<file path="src/rtl/alu_share_arbiter.sv">
// rtl/alu_share_arbiter.sv - round-robin sequencer sharing one combinational ALU between requesters
module alu_share_arbiter #(
    parameter int DATA_WIDTH = 32,
    parameter int NUM_REQ    = 2
) (
    input  logic                          clk,
    input  logic                          rst,
    input  logic [NUM_REQ-1:0]            req_valid,
    output logic [NUM_REQ-1:0]            req_ready,
    input  logic [NUM_REQ*DATA_WIDTH-1:0] req_operand_a,
    input  logic [NUM_REQ*DATA_WIDTH-1:0] req_operand_b,
    input  logic [NUM_REQ*4-1:0]          req_alu_ctrl,
    output logic [NUM_REQ-1:0]            rsp_valid,
    input  logic [NUM_REQ-1:0]            rsp_ready,
    output logic [DATA_WIDTH-1:0]         rsp_result,
    output logic                          rsp_zero,
    output logic [DATA_WIDTH-1:0]         alu_operand_a,
    output logic [DATA_WIDTH-1:0]         alu_operand_b,
    output logic [3:0]                    alu_ctrl,
    input  logic [DATA_WIDTH-1:0]         alu_result,
    input  logic                          alu_zero,
    output logic                          alu_active,
    output logic                          busy
);

    localparam int               IDX_W    = $clog2(NUM_REQ);
    localparam logic [IDX_W-1:0] LAST_IDX = IDX_W'(NUM_REQ - 1);

    typedef enum logic [1:0] {
        IDLE = 2'd0,
        EXEC = 2'd1,
        RESP = 2'd2
    } state_t;

    state_t                  state_q;
    state_t                  state_d;
    logic [IDX_W-1:0]        last_grant;
    logic [IDX_W-1:0]        owner;
    logic [IDX_W-1:0]        grant_idx;
    logic [NUM_REQ-1:0]      grant;
    logic                    accept;
    logic [DATA_WIDTH-1:0]   sel_a;
    logic [DATA_WIDTH-1:0]   sel_b;
    logic [3:0]              sel_ctrl;

    // Walk from the farthest candidate to the nearest so the requester
    // closest after last_grant overrides any earlier pick.
    always_comb begin
        grant     = '0;
        grant_idx = '0;
        for (int k = NUM_REQ; k >= 1; k--) begin
            for (int i = 0; i < NUM_REQ; i++) begin
                if (req_valid[i] &&
                    ((int'(last_grant) + k == i) || (int'(last_grant) + k == i + NUM_REQ))) begin
                    grant        = '0;
                    grant[i]     = 1'b1;
                    grant_idx    = IDX_W'(i);
                end
            end
        end
    end

    // Held low during reset so a waiting requester never sees a false accept.
    assign req_ready = ((state_q == IDLE) && !rst) ? grant : '0;
    assign accept    = |req_ready;

    always_comb begin
        sel_a    = '0;
        sel_b    = '0;
        sel_ctrl = '0;
        for (int i = 0; i < NUM_REQ; i++) begin
            if (grant[i]) begin
                sel_a    = req_operand_a[i*DATA_WIDTH +: DATA_WIDTH];
                sel_b    = req_operand_b[i*DATA_WIDTH +: DATA_WIDTH];
                sel_ctrl = req_alu_ctrl[i*4 +: 4];
            end
        end
    end

    always_comb begin
        state_d = state_q;
        case (state_q)
            IDLE:    if (accept) state_d = EXEC;
            EXEC:    state_d = RESP;
            RESP:    if (rsp_ready[owner]) state_d = IDLE;
            default: state_d = IDLE;
        endcase
    end

    always_comb begin
        rsp_valid = '0;
        for (int i = 0; i < NUM_REQ; i++) begin
            rsp_valid[i] = (state_q == RESP) && (owner == IDX_W'(i));
        end
    end

    assign alu_active = (state_q == EXEC);
    assign busy       = (state_q != IDLE);

    // Operand registers load only on acceptance so the ALU inputs stay quiet when idle.
    always_ff @(posedge clk or posedge rst) begin
        if (rst) begin
            state_q       <= IDLE;
            last_grant    <= LAST_IDX;
            owner         <= '0;
            alu_operand_a <= '0;
            alu_operand_b <= '0;
            alu_ctrl      <= '0;
            rsp_result    <= '0;
            rsp_zero      <= 1'b0;
        end else begin
            state_q <= state_d;
            if (accept) begin
                alu_operand_a <= sel_a;
                alu_operand_b <= sel_b;
                alu_ctrl      <= sel_ctrl;
                owner         <= grant_idx;
                last_grant    <= grant_idx;
            end
            if (state_q == EXEC) begin
                rsp_result <= alu_result;
                rsp_zero   <= alu_zero;
            end
        end
    end

endmodule

</file>
<file path="config.mk">
export PLATFORM = sky130hd
export DESIGN_NAME = alu_share_arbiter
export DESIGN_NICKNAME = d
export VERILOG_FILES = /design/src/rtl/alu_share_arbiter.sv
export SDC_FILE = /design/constraint.sdc
export NUM_CORES = 1
export LEC_CHECK = 0
export CAP_MARGIN = 10
export CORE_ASPECT_RATIO = 1.2
export CORE_UTILIZATION = 38
export DETAILED_ROUTE_END_ITERATION = 10
export HOLD_SLACK_MARGIN = 0.08
export PLACE_DENSITY = 0.78
export SLEW_MARGIN = 20
export SYNTH_ARGS = -nofsm -noshare
export SYNTH_HDL_FRONTEND = slang
export SYNTH_SLANG_ARGS = --single-unit
</file>
<file path="constraint.sdc">
create_clock -name clk -period 4.37 [get_ports clk]
set_input_delay 0.437 -clock clk [delete_from_list [all_inputs] [get_ports clk]]
set_output_delay 0.437 -clock clk [all_outputs]
set_load 0.05 [all_outputs]
</file>
==> results of run 1 <==
[registers in the layout (all words and copies together), names as in the netlist]
name	flops
alu_ctrl	4
alu_operand_a	32
alu_operand_b	32
last_grant	1
owner	1
rsp_result	32
rsp_zero	1
state_q	2
[final timing paths]
kind	end	startpoint	slack (ns)	cells past startpoint
setup / recovery	req_ready[0]	req_valid[1]	1.27	4
hold / removal	alu_operand_a[27]	alu_operand_a[27]	0.50	1
setup reg to reg	alu_operand_a[21]	state_q[0]	2.21	3
hold reg to reg	alu_operand_a[27]	alu_operand_a[27]	0.50	1
max in group asynchronous	alu_operand_b[20]	rst	2.65	3
min in group asynchronous	alu_ctrl[2]	rst	0.74	2
[per-stage QoR]
| step | hold WS, ns | util | setup slack, ns |
|---|---|---|---|
| after global placement | 0.489 | 0.628 | 1.33 |
| after floorplan | 0.517 | - | 1.17 |
| after global routing | 0.520 | 0.653 | 1.19 |
| after detailed placement | 0.495 | 0.628 | 1.26 |
| after CTS | 0.510 | 0.653 | 1.26 |
| final | 0.503 | 0.653 | 1.27 |
[layer usage]
| layer | vias to the layer above | track usage | routed length (µm) |
|---|---|---|---|
| li1 | 1798 | - | - |
| met1 | 1927 | 0.243 | 5210 |
| met2 | 196 | 0.381 | 7230 |
| met3 | 31 | 0.0667 | 1230 |
| met4 | 0 | 0.102 | 472 |
| met5 | - | 0 | 0 |
[placed cells by master (no fill, tap or decap), drive strengths merged]
master         netlist  final
clkdlybuf4s50        0    280
dfrtp              104    104
mux2               102    102
a32o                68     68
clkbuf              11     10
buf                 24      5
inv                  2      4
nor2                 2      2
o21bai               2      2
clkinv               0      2
nand2b               2      2
nor2b                1      1
nor3                 1      1
o21a                 1      1
a21boi               1      1
or2                  1      1
and3                 1      1
and2                 1      1
a21oi                1      1
a31oi                1      1
bufinv               0      1
clkinvlp             0      1
dfstp                1      1
[power by group]
group	internal, mW	switching (mW)
Clock	0.462	0.353
Sequential	1.46	0.261
Combinational	1.50	2.41
Total	3.42	3.03
[final cells by class]
cell class / instances / area, µm² / area share
Timing Repair Buffer: 285 / 2840 / 0.356
Inverter: 2 / 10.0 / 0.00125
Clock buffer: 10 / 239 / 0.0300
Sequential cell: 105 / 2630 / 0.330
Clock inverter: 6 / 65.1 / 0.00816
Multi-Input combinational cell: 185 / 1990 / 0.250
Tap cell: 161 / 201 / 0.0253
[critical path, cell delays in order]
cell	delay, ns
clkdlybuf4s50_1	0.52
nand2b_4	0.62
and3_1	0.28
clkdlybuf4s50_1	0.81
[cell families (layout without fill, tap and decap cells)]
family	after synthesis	count (layout)	share of synthesized area
AO/OA/AOI/OAI	74	74	0.150
buffers and inverters	37	303	0.0471
flip-flops	105	105	0.544
multiplexers	102	102	0.245
AND/OR/NAND/NOR	9	9	0.0142
==> results.cfg, run 1 <==
[outcome]
status = complete, no violations

[power_and_ir_drop]
p_leak_nw = 3.20
ir_worst_vdd_v = 0.000543
p_per_area_nw_per_um2 = 808
power_mw = 6.45

[timing]
hold_viol_final = 0
relSlewSlack = 0.327
tns_ns = 0
fin_crit_sh = 0.710
tightest_slew_ns = 1.01
drv_slew = 0
rsz0062_at_grt = false
fin_skew_ns = 0.00898
fmax_mhz = 322
setup_viol = 0
min_period_ns = 3.10

[critical_path]
critical_path_required_ns = 3.93
critical_path.max_fanout = 69
arrival_ns = 2.67
startpoint_type = input pin
cp-end-kind = output port
critPathKind = in -> out

[logic_synthesis]
ys_seq_elements = 105
synth_edf_count = 0
synth_cell_type_count = 25
ys_seq_area_frac = 0.544
synth_area_leader_cell = dfrtp_1
synth-main-ff-cell = dfrtp_1
yosys.area.top_type_share = 0.538
syn-instance-count = 327
synthesis.nets = 502
synth.most_common_cell = dfrtp_1
yosys-top-cells-count = dfrtp_1, mux2_2, a32o_1
avgSynthCellArea_um2 = 14.8
synth_area_leaders = dfrtp_1, mux2_2, a32o_1
synth_area_um2 = 4830
async_reset_ff_frac = 1.00
ys_warn_count = 0

[detailed_routing]
drt-pass1-iter-count = 4
ant_nets = 0
num_vias = 3952
drt_wl_total_um = 14100
post_drt_wl_per_cell_um = 18.8
via_per_inst = 5.24
drt_iter0_drc = 164
route.detailed.drc = 0

[clocking]
clock-sinks = 105
clock-root-buffer = clkbuf_16
postCtsResizedCells = 0
postCtsHoldBufs = 0
cts_tree = done
numCtsBuffers = 9
path_clk_slew_ns = 0.06
postCtsSetupRepairBufs = 0
htreeDepth = 3
insertion_delay_ns = 0.34
clockBufferDepth = 2

[finish]
area_growth_syn_to_layout_pct = 65.0
nets = 763
fin_area_um2 = 7980
n_antenna_cell = 0
layout-drive-gt1-share = 0.221
final_cells = 754
num-fill-cells = 961

[floorplanning]
dieHeight_um = 126
initial_utilization = 0.395
coreArea_um2 = 12200
num_io_pins = 282
die_w_um = 105
dieArea_um2 = 13200
rows = 44

[placement]
dpl_cell_area_um2 = 7670
portBuffers = 281
dp_hpwl_um = 10400
gp_congestion = 0.773
dpl.cell_count = 738

[grt]
antenna_found_initial = 0
grt_max_degree = 75
overflow = 0
grt_pass1_vias = 4316
grt.total_usage = 0.218
grt_pass1_wl_um = 22500

[worst_hold_path]
hp-class = reg -> reg

[job]
drv_cap = 0
Note: power is estimated with default switching activity, not from simulation.
==> run 2: changes to the inputs <==
==> constraint.sdc (replaced) <==
create_clock -name clk -period 3 [get_ports clk]
set_input_delay 0.3 -clock clk [delete_from_list [all_inputs] [get_ports clk]]
set_output_delay 0.3 -clock clk [all_outputs]
set_load 0.05 [all_outputs]
==> run 2 against run 1 <==
Compared with the run above:
- via count decreased by 1.2%
- clock skew decreased by 0.00056 ns
- utilization increased by 0.57 points
- critical path depth decreased by 1
- total power increased by 46%
- hold slack got worse by 0.14 ns
- critical endpoint unchanged
- largest cell class unchanged
- highest routed layer unchanged
==> results.cfg, run 2 (synthesis results as in run 1) <==
[outcome]
status = complete, no violations

[placement]
dp_hpwl_um = 10700
portBuffers = 281
dpl_cell_area_um2 = 7740
dpl.cell_count = 741
pre_cts_slack_ns = 0.766
gp_congestion = 0.789

[detailed_routing]
ant_nets = 0
route.detailed.drc = 0
drt_iter0_drc = 209
post_drt_wl_per_cell_um = 19.0
via_per_inst = 5.16
num_vias = 3904
drt_wl_total_um = 14400
drt-pass1-iter-count = 4

[clocking]
cts_tree = done
postCtsSetupRepairBufs = 0
path_clk_slew_ns = 0.07
numCtsBuffers = 9
clockBufferDepth = 2
clock-sinks = 105
insertion_delay_ns = 0.34
postCtsResizedCells = 0
postCtsHoldBufs = 0
htreeDepth = 3
clock-root-buffer = clkbuf_16

[critical_path]
critical_path.max_fanout = 69
startpoint_type = flop
crit_start = last_grant
critical_path_required_ns = 2.70
r2r_start = state_q[1]
r2r_cells = 4
critPathKind = reg -> out
cp-end-kind = output port
arrival_ns = 2.03

[finish]
layout-drive-gt1-share = 0.228
fin_area_um2 = 8050
reg_top3 = alu_operand_a: 32 flops, alu_operand_b: 32 flops, rsp_result: 32 flops
final_common_cell = clkdlybuf4s50_1
num-fill-cells = 957
nets = 766
final_cells = 757
n_antenna_cell = 0
final_util = 0.658
area_growth_syn_to_layout_pct = 66.5
final_cell_mix = clkdlybuf4s50_1, dfrtp_1, mux2_2

[floorplanning]
initial_utilization = 0.395
die_w_um = 105
num_io_pins = 282
coreArea_um2 = 12200
dieHeight_um = 126
rows = 44
dieArea_um2 = 13200

[grt]
antenna_found_initial = 0
grt_pass1_wl_um = 22400
grt.total_usage = 0.219
grt_max_degree = 70
grt_pass1_vias = 4186
overflow = 0

[job]
drv_cap = 0

[timing]
drv_slew = 0
relSlewSlack = 0.498
tightest_slew_ns = 0.752
min_period_ns = 2.33
rsz0062_at_grt = false
hold_viol_final = 0
fin_skew_ns = 0.00842
fmax_mhz = 430
fin_ws_ns = 0.674
setup_viol = 0
tns_ns = 0
fin_crit_sh = 0.775

[power_and_ir_drop]
p_per_area_nw_per_um2 = 1170
p_leak_nw = 3.22
ir_worst_vdd_v = 0.000935

[worst_hold_path]
hp-class = in -> async
run 2: cell count changes in the layout (fill, tap and decap cells not counted), sizes merged:
cell | before | now
buf | 5 | 10
clkbuf | 10 | 9
clkdlybuf4s50 | 280 | 278
clkinv | 2 | 3
clkinvlp | 1 | 3
inv | 4 | 2
run 2: worst paths after layout:
check | endpoint | slack [ns]
max | req_ready[0] | 0.67
min | state_q[1] | 0.37
max reg2reg | alu_operand_a[28] | 1.17
min reg2reg | rsp_result[19] | 0.50
max in group asynchronous | alu_operand_a[13] | 1.92
min in group clk | rsp_result[19] | 0.50
run 2: cell type report:
cell class / count / area, µm² / share of cell area
Tap cell: 161 / 201 / 0.0250
Clock buffer: 9 / 225 / 0.0280
Multi-Input combinational cell: 185 / 1990 / 0.248
Timing Repair Buffer: 288 / 2910 / 0.361
Inverter: 2 / 11.3 / 0.00140
Sequential cell: 105 / 2630 / 0.327
Clock inverter: 7 / 80.1 / 0.00995
run 2: metal layers:
layer	routed length [µm]	vias up	track usage
met2	7390	190	0.384
met5	0	-	0
met4	471	0	0.0978
met3	1220	31	0.0730
li1	-	1812	-
met1	5340	1871	0.239
run 2: power by group:
part           internal [mW]  switching (mW)  total, mW
Sequential              2.13           0.382       2.51
Clock                  0.654           0.531       1.19
Combinational           2.20            3.54       5.74
Total                   4.99            4.45       9.44
run 2: metrics by stage:
stage,power [mW],hold WS (ns)
global route,9.82,0.402
finish,9.44,0.366
CTS,9.53,0.367
floorplan,6.29,0.452
global placement,8.19,0.488
detailed placement,8.31,0.495
run 2: worst max-delay path, stage by stage, from the launching register on:
cell	delay [ns]
dfstp_2	0.58
nand2b_4	0.62
and3_1	0.28
buf_4	0.21
==> run 3: changes to the inputs <==
--- a/config.mk
+++ b/config.mk
@@ -7,10 +7,10 @@
 export LEC_CHECK = 0
 export CAP_MARGIN = 10
 export CORE_ASPECT_RATIO = 1.2
-export CORE_UTILIZATION = 38
+export CORE_UTILIZATION = 35
 export DETAILED_ROUTE_END_ITERATION = 10
 export HOLD_SLACK_MARGIN = 0.08
-export PLACE_DENSITY = 0.78
+export PLACE_DENSITY = 0.75
 export SLEW_MARGIN = 20
 export SYNTH_ARGS = -nofsm -noshare
 export SYNTH_HDL_FRONTEND = slang
==> constraint.sdc (replaced) <==
create_clock -name clk -period 1.9 [get_ports clk]
set_input_delay 0.19 -clock clk [delete_from_list [all_inputs] [get_ports clk]]
set_output_delay 0.19 -clock clk [all_outputs]
set_load 0.05 [all_outputs]
==> run 3 against run 2 <==
Compared with the run above:
- sequential share of layout area decreased by 0.60 points
- total power increased by 60%
- sequential cell count stayed put
- via count increased by 4.4%
- clock-buffer cell count grew 2
- clock power is 56% higher
- utilization is 4.4 points lower
- final cell count rose by 2.0%
- wire length up 6.9%
- hold slack lost 0.18 ns
==> results.cfg, run 3 (synthesis results as in run 1) <==
[detailed_routing]
num_vias = 4075
via_per_inst = 5.28
route.detailed.drc = 0
post_drt_wl_per_cell_um = 20.0
drt-pass1-iter-count = 4
ant_nets = 0
drt_wl_total_um = 15400
drt_iter0_drc = 205

[critical_path]
reg2reg_slack_ns = 0.38
critPathKind = reg -> out
r2r_cells = 4
critical_path.max_fanout = 25
cp_cell_sequence = nand2b_4, buf_12, and3_4, buf_12
cp-end-kind = output port
r2r_start = state_q[1]
arrival_ns = 1.64
crit_path_frequent_cell = buf_12
max_stage_delay_ns = 0.58
rr_endpoint = alu_operand_b[28]
critical_path_required_ns = 1.71
startpoint_type = flop
cpMaxStageDelayCell = dfstp_2

[timing]
relSlewSlack = 0.625
rsz0062_at_grt = false
fin_skew_ns = 0.00922
fmax_mhz = 546
drv_slew = 0
hold-worst-slack_ns = 0.185
hold_viol_final = 0
min_period_ns = 1.83
fin_crit_sh = 0.964
setup_viol = 0
tightest_slew_ns = 0.560
tns_ns = 0

[finish]
area_growth_syn_to_layout_pct = 69.6
fin_area_um2 = 8200
final_common_cell = clkdlybuf4s50_1
reg_top3 = alu_operand_a: 32 flops, alu_operand_b: 32 flops, rsp_result: 32 flops
final_cell_mix = clkdlybuf4s50_1, dfrtp_1, mux2_2
nets = 773
num-fill-cells = 1112
layout-drive-gt1-share = 0.240

[placement]
portBuffers = 281
gp_congestion = 0.760
dp_hpwl_um = 11200
dpl_cell_area_um2 = 7860

[power_and_ir_drop]
p_per_area_nw_per_um2 = 1840
ir_worst_vdd_v = 0.00105
p_leak_nw = 3.30

[grt]
grt_pass1_vias = 4497
antenna_found_initial = 0
grt_max_degree = 64
grt.total_usage = 0.214
grt_pass1_wl_um = 23000
overflow = 0

[outcome]
status = complete, no violations

[floorplanning]
initial_utilization = 0.362
coreArea_um2 = 13400
dieHeight_um = 131
num_io_pins = 282
dieArea_um2 = 14300
rows = 46
die_w_um = 109

[clocking]
postCtsSetupRepairBufs = 0
clock-root-buffer = clkbuf_16
cts_tree = done
path_clk_slew_ns = 0.07
insertion_delay_ns = 0.34
clockBufferDepth = 2
htreeDepth = 3
clock-sinks = 105
numCtsBuffers = 9

[worst_hold_path]
hp-class = in -> async

[job]
drv_cap = 0
[run 3: cell count changes in the layout (fill, tap and decap cells not counted)]
cell	delta
buf_12	+6
clkinvlp_4	-1
and3_4	+1
clkdlybuf4s50_1	-4
and3_1	-1
dlygate4sd2_1	+1
buf_4	+3
bufbuf_16	+1
clkinv_4	-1
diode_2	+1
clkbuf_1	+2
[run 3: worst max path at each step]
| stage | from | to | slack [ns] | cells past startpoint |
|---|---|---|---|---|
| 2_1_floorplan | last_grant | owner | 0.21 | 6 |
| 3_3_place_gp | req_valid[1] | alu_operand_a[13] | 0.14 | 5 |
| 3_5_place_dp | req_valid[1] | alu_operand_b[31] | 0.11 | 5 |
| 4_1_cts | last_grant | req_ready[0] | 0.003 | 4 |
| 5_1_grt | last_grant | req_ready[0] | 0.01 | 4 |
| 6_report | last_grant | req_ready[0] | 0.07 | 4 |
[run 3: cell type report]
class	instances	area, µm²	area share
repair buffers	295	3050	0.372
well taps	168	210	0.0256
flip-flops and latches	105	2630	0.321
clock buffers	11	233	0.0284
multi-input cells	185	2000	0.244
clock inverters	5	63.8	0.00778
diodes	1	2.50	0.000305
inverters	2	11.3	0.00137
[run 3: stage by stage]
| step | setup WS (ns) | cells | power (mW) | util |
|---|---|---|---|---|
| 4_1_cts | 0.00296 | 771 | 15.2 | 0.613 |
| 2_1_floorplan | 0.206 | 327 | 9.94 | - |
| 3_5_place_dp | 0.107 | 754 | 13.2 | 0.589 |
| 3_3_place_gp | 0.143 | 754 | 13.1 | 0.589 |
| 5_1_grt | 0.0130 | 771 | 15.7 | 0.614 |
| 6_report | 0.0684 | 772 | 15.1 | 0.614 |
[run 3: critical path, delay by kind of cell (launching register included)]
kind                   cells  cell delay [ns]
buffers and inverters      2             0.33
AND/OR/NAND/NOR            2             0.39
flip-flops                 1             0.58
[run 3: repair_timing]
action | 4_1_cts | 5_1_grt
hold buffers | 0 | 0
setup endpoints to repair | 2 | 1
gates resized for setup | 1 | 1
cloned | 1 | 0
[run 3: layer usage]
layer,up-vias,wire length (µm),GRT usage
met5,-,0,0
met2,209,8140,0.392
met1,2012,5500,0.224
met4,0,438,0.0886
li1,1823,-,-
met3,31,1340,0.0670
[run 3: where the power goes]
part           internal [mW]  switching, mW
combinational           3.62           5.60
clock                   1.03          0.828
sequential              3.36          0.624
total                   8.01           7.06
